`src/rtl/alu_if.sv`:
```
// rtl/alu_if.sv - operand, opcode and result bundle between the execute stage and the alu
interface alu_if;
  logic [63:0] a;
  logic [63:0] b;
  logic [63:0] c;
  logic [31:0] value;
  logic        highlow;
  logic        flag_a;
  logic        flag_b;
  logic [5:0]  opcode;
  logic [63:0] result;
  logic        flag_out;
  logic        addr_change;
  logic [63:0] new_addr;

  modport master (
    output a, b, c, value, highlow, flag_a, flag_b, opcode,
    input  result, flag_out, addr_change, new_addr
  );

  modport slave (
    input  a, b, c, value, highlow, flag_a, flag_b, opcode,
    output result, flag_out, addr_change, new_addr
  );
endinterface

```
`src/rtl/alu.sv`:
```
// rtl/alu.sv - 64-bit execute-stage alu with registered register/flag/address results
module alu_adder (
  input  logic [63:0] x,
  input  logic [63:0] y,
  input  logic        cin,
  output logic [63:0] sum,
  output logic        cout
);
  assign {cout, sum} = {1'b0, x} + {1'b0, y} + {64'd0, cin};
endmodule

module alu (
  input  logic  clk,
  input  logic  reset,
  alu_if.slave  bus
);
  localparam logic [5:0] OP_ADD = 6'd0,  OP_SUB = 6'd1,  OP_AND = 6'd2,  OP_OR   = 6'd3;
  localparam logic [5:0] OP_XOR = 6'd4,  OP_LDI = 6'd5,  OP_MOV = 6'd6,  OP_STORE = 6'd7;
  localparam logic [5:0] OP_EQ  = 6'd8,  OP_LTU = 6'd9,  OP_LTS = 6'd10, OP_FAND = 6'd11;
  localparam logic [5:0] OP_FOR = 6'd12, OP_FNOT = 6'd13, OP_JMP = 6'd14, OP_JIF = 6'd15;
  localparam logic [5:0] OP_JR  = 6'd16;

  logic        is_sub;
  logic [63:0] adder_sum;
  logic        adder_cout_unused;

  logic [63:0] result_d;
  logic        flag_d;
  logic        change_d;
  logic [63:0] addr_d;

  // ADD and SUB share one adder; SUB feeds ~b with carry-in set
  assign is_sub = (bus.opcode == OP_SUB);

  alu_adder u_adder (
    .x    (bus.a),
    .y    (is_sub ? ~bus.b : bus.b),
    .cin  (is_sub),
    .sum  (adder_sum),
    .cout (adder_cout_unused)
  );

  always_comb begin
    result_d = 64'd0;
    flag_d   = 1'b0;
    change_d = 1'b0;
    addr_d   = 64'd0;
    case (bus.opcode)
      OP_ADD, OP_SUB: result_d = adder_sum;
      OP_AND:   result_d = bus.a & bus.b;
      OP_OR:    result_d = bus.a | bus.b;
      OP_XOR:   result_d = bus.a ^ bus.b;
      OP_LDI:   result_d = bus.highlow ? {bus.value, bus.a[31:0]} : {bus.a[63:32], bus.value};
      OP_MOV:   result_d = bus.a;
      OP_STORE: begin
        result_d = bus.c;
        addr_d   = bus.a;
      end
      OP_EQ:    flag_d = (bus.a == bus.b);
      OP_LTU:   flag_d = (bus.a < bus.b);
      OP_LTS:   flag_d = ($signed(bus.a) < $signed(bus.b));
      OP_FAND:  flag_d = bus.flag_a & bus.flag_b;
      OP_FOR:   flag_d = bus.flag_a | bus.flag_b;
      OP_FNOT:  flag_d = ~bus.flag_a;
      OP_JMP: begin
        flag_d   = bus.flag_a;
        change_d = 1'b1;
        addr_d   = {32'd0, bus.value};
      end
      OP_JIF: begin
        flag_d   = bus.flag_a;
        change_d = bus.flag_a;
        addr_d   = bus.flag_a ? {32'd0, bus.value} : 64'd0;
      end
      OP_JR: begin
        flag_d   = bus.flag_a;
        change_d = 1'b1;
        addr_d   = bus.a;
      end
      default: ;
    endcase
  end

  always_ff @(posedge clk) begin
    if (reset) begin
      bus.result      <= 64'd0;
      bus.flag_out    <= 1'b0;
      bus.addr_change <= 1'b0;
      bus.new_addr    <= 64'd0;
    end else begin
      bus.result      <= result_d;
      bus.flag_out    <= flag_d;
      bus.addr_change <= change_d;
      bus.new_addr    <= addr_d;
    end
  end
endmodule

```
`src/flat_wrapper.sv`:
```
// flat-port wrapper written by rule: the top's interface ports become plain ports
module alu_flat 
  (clk, reset, bus_a, bus_b, bus_c, bus_value, bus_highlow, bus_flag_a, bus_flag_b, bus_opcode, bus_result, bus_flag_out, bus_addr_change, bus_new_addr);
  alu_if bus_i ();
  input  logic clk;
  input  logic reset;
  input wire logic [$bits(bus_i.a)-1:0] bus_a;
  input wire logic [$bits(bus_i.b)-1:0] bus_b;
  input wire logic [$bits(bus_i.c)-1:0] bus_c;
  input wire logic [$bits(bus_i.value)-1:0] bus_value;
  input wire logic [$bits(bus_i.highlow)-1:0] bus_highlow;
  input wire logic [$bits(bus_i.flag_a)-1:0] bus_flag_a;
  input wire logic [$bits(bus_i.flag_b)-1:0] bus_flag_b;
  input wire logic [$bits(bus_i.opcode)-1:0] bus_opcode;
  output wire logic [$bits(bus_i.result)-1:0] bus_result;
  output wire logic [$bits(bus_i.flag_out)-1:0] bus_flag_out;
  output wire logic [$bits(bus_i.addr_change)-1:0] bus_addr_change;
  output wire logic [$bits(bus_i.new_addr)-1:0] bus_new_addr;
  assign bus_i.a = bus_a;
  assign bus_i.b = bus_b;
  assign bus_i.c = bus_c;
  assign bus_i.value = bus_value;
  assign bus_i.highlow = bus_highlow;
  assign bus_i.flag_a = bus_flag_a;
  assign bus_i.flag_b = bus_flag_b;
  assign bus_i.opcode = bus_opcode;
  assign bus_result = bus_i.result;
  assign bus_flag_out = bus_i.flag_out;
  assign bus_addr_change = bus_i.addr_change;
  assign bus_new_addr = bus_i.new_addr;
  alu u_core (.clk(clk), .reset(reset), .bus(bus_i));
endmodule
```
`config.mk`:
```
export PLATFORM = sky130hd
export DESIGN_NAME = alu_flat
export DESIGN_NICKNAME = d
export VERILOG_FILES = /design/src/rtl/alu_if.sv /design/src/rtl/alu.sv /design/src/flat_wrapper.sv
export SDC_FILE = /design/constraint.sdc
export NUM_CORES = 1
export LEC_CHECK = 0
export ABC_AREA = 0
export ABC_CLOCK_PERIOD_IN_PS = 7200
export CORE_MARGIN = 10
export CORE_UTILIZATION = 40
export DETAILED_ROUTE_END_ITERATION = 6
export GPL_ROUTABILITY_DRIVEN = 0
export PLACE_DENSITY = 0.77
export SKIP_LAST_GASP = 1
export SLEW_MARGIN = 10
export SYNTH_ARGS = -nofsm -noshare
export SYNTH_HDL_FRONTEND = slang
export SYNTH_SLANG_ARGS = --single-unit
export TNS_END_PERCENT = 30
```
`constraint.sdc`:
```
create_clock -name clk -period 7.2 [get_ports clk]
set_clock_uncertainty 0.2 [all_clocks]
set_input_delay 1.44 -clock clk [delete_from_list [all_inputs] [get_ports clk]]
set_output_delay 1.44 -clock clk [all_outputs]
set_load 0.02 [all_outputs]
```
==> out/qor.txt <==
P_int - 1.60 mW
sequential area share after synthesis - 0.187
clock buffer count from CTS - 17
clock share of power - 0.362
final hold vios - 0
relative slew slack - 0.144
final wirelength - 58900 um
outcome - finished, final reports clean
initial antenna violation count - 20
Critical Path Source Type - input port
kind of end point of the critical path - flop
fmax - 160 MHz
commonest cells after routing, fill and taps aside - clkdlybuf4s50_1, ha_1, inv_1
highest metal used - met5
Wirelength per Cell - 23.0 um
Mapped Nets - 2276
Tightest Pin Transition - 1.25 ns
Cell Chain, Critical Path - clkdlybuf4s50_1 -> nor4_4 -> nand2_4 -> buf_4 -> xnor2_1 -> ha_1 -> a21oi_1 -> o211ai_1 -> a31oi_1 -> o211ai_1 -> o21ai_0 -> a21o_1 -> a211oi_1 -> nor3b_1 -> o21bai_1 -> xnor2_1 -> o22ai_1
Die Area - 0.0426 mm^2
cts hold-fix bufs - 0
Tmin final - 6.27 ns
#FFs+latches synth - 130
metal3 WL - 6390 um
DP Wirelength - 46200 um
clock tree buffer depth - 2
die span in x - 206 um
drt via density - 5.84
Row Count - 68
Syn Area/Cell - 7.84 um^2
layout cells sized above 1 - 0.0382
DRC Markers - 0
post_cts resized - 0
WL met2 - 28300 um
DRT met1 WL - 22500 um
# fillers - 3216
GRT overflow - 0
Async SR Flop Fraction - 0
kind of critical path - input port to flop
H-tree depth - 4
synth unique cells - 68
hold path cells - 3
Post-Synthesis Cells - 1772
setup violators final - 0
Final Cycle Share - 0.871
Max IR drop VDD - 0.193 mV
CP Max Fanout - 50
final setup TNS - 0 ns
synth warn - 0
most common cell after layout, fill and taps aside - clkdlybuf4s50_1
GRT Util Overall - 0.267
setup bufs post-CTS - 0
Root Driver - clkbuf_16
number of synthesized flops with an enable pin - 0
clock tree sinks - 130
antenna viol nets, final - 0
NetSw - 871 uW
PwrDens - 133 mW/mm^2
hold path start - bus_c[2]
MaxCap Viol Count - 0
Min Hold Slack - 1.47 ns
Leak - 7.70 nW
IO Count - 365
Largest stage delay, worst path - 0.59 ns
Mapped Area - 0.0139 mm^2
via count - 14950
combinational fraction of design power - 0.345
Synth area leader - ha_1
Hold Crit Class - input port to flop
RSZ-0062 raised after global routing - no
slowest CP cell - clkdlybuf4s50_1
Pre-antenna DRT Iters - 7
Worst Hold Path EP - u_core.bus.result[2]
Switching Fraction - 0.352
Core ar. - 0.0344 mm^2
Yosys top cell area share - 0.241
WP data arrival - 6.37 ns
fin nets - 2583
CTS tree - yes
Post-synth top flop - dfxtp_1
area growth from synthesis to final layout - 33.7%
max-slew violations - 0
Starting Density - 0.404
Initial DRC Count - 1469
first-pass GRT wire length - 87900 um
die height - 206 um
synth top area cells - ha_1, dfxtp_1, xnor2_1, inv_1, nand2_1
IO buf count - 364
Worst-path clk slew - 0.06 ns
Flop pwr share - 0.293
pin count of the biggest net entering global routing - 66
Req. time, crit path - 7.30 ns
vias in the first global route - 14693
-- area by class of cell --
cell class              instances  area (um^2)  area share
diodes                         13         32.5     0.00175
flip-flops and latches        130         2600       0.140
repair buffers                377         3770       0.203
clock buffers                  19          433      0.0233
clock inverters                13          139     0.00748
multi-input cells            1389        10400       0.561
well taps                     455          569      0.0307
inverters                     164          616      0.0331
-- synth_stat cells, drive strengths merged (29+ instances only) --
master and n:
a21o 31, a21oi 112, a221o 29, a221oi 63, a22oi 69, a31oi 41
and2 38, clkbuf 84, dfxtp 130, ha 268, inv 164, nand2 160
nor2 114, o21ai 110, xnor2 100
-- per-layer routing --
| layer | track usage | vias up |
|---|---|---|
| met1 | 0.313 | 7058 |
| met3 | 0.0807 | 135 |
| met5 | 0 | - |
| met2 | 0.452 | 779 |
| met4 | 0.0920 | 10 |
| li1 | - | 6968 |
-- worst max-delay path, delay by kind of cell --
family | cells | cell delay [ns]
buffers and inverters | 2 | 1.02
xor gates and xnor gates | 2 | 0.52
and+or+nand+nor | 3 | 1.23
adders and majority gates | 1 | 0.30
AOI/OAI and AO/OA | 9 | 1.84
-- how the worst max path moves through the flow --
stage | from | endpoint | slack, ns | cells after the start
floorplan | bus_opcode[2] | u_core.bus.result[54] | 1.61 | 17
CTS | bus_opcode[2] | u_core.bus.result[59] | 1.01 | 16
global placement | bus_opcode[2] | u_core.bus.result[54] | 0.69 | 17
finish | bus_opcode[2] | u_core.bus.result[56] | 0.93 | 17
detailed placement | bus_opcode[2] | u_core.bus.result[54] | 0.55 | 17
global route | bus_opcode[0] | u_core.bus.result[54] | 0.60 | 17
-- power groups by stage --
stage	clock network (mW)	logic (mW)	registers, mW
CTS	0.909	0.837	0.723
global route	0.925	0.928	0.723
finish	0.895	0.853	0.723
floorplan	0	0.481	0.743
global placement	0	0.814	0.739
detailed placement	0	0.830	0.739
-- registers in the layout, summed over array words and instances, names as in the netlist --
register and count:
u_core.bus.new_addr 64, u_core.bus.result 64, u_core.bus.addr_change 1, u_core.bus.flag_out 1
-- cells by family after synthesis --
kind of cell | synth area share
buf+inv | 0.0686
mux | 0.00144
simple gates | 0.145
flops | 0.187
fa+ha+maj | 0.243
xor+xnor | 0.0776
compound gates | 0.277
-- through the flow --
| stage | std cells | util | worst slack [ns] | area [um^2] | power (mW) |
|---|---|---|---|---|---|
| global route | 2555 | 0.540 | 0.596 | 18600 | 2.58 |
| finish | 2560 | 0.540 | 0.931 | 18600 | 2.47 |
| global placement | 2515 | 0.523 | 0.693 | 18000 | 1.55 |
| floorplan | 1772 | - | 1.61 | 13900 | 1.22 |
| detailed placement | 2515 | 0.523 | 0.549 | 18000 | 1.57 |
| CTS | 2547 | 0.539 | 1.01 | 18500 | 2.47 |
(Power assumes the default switching activity.)
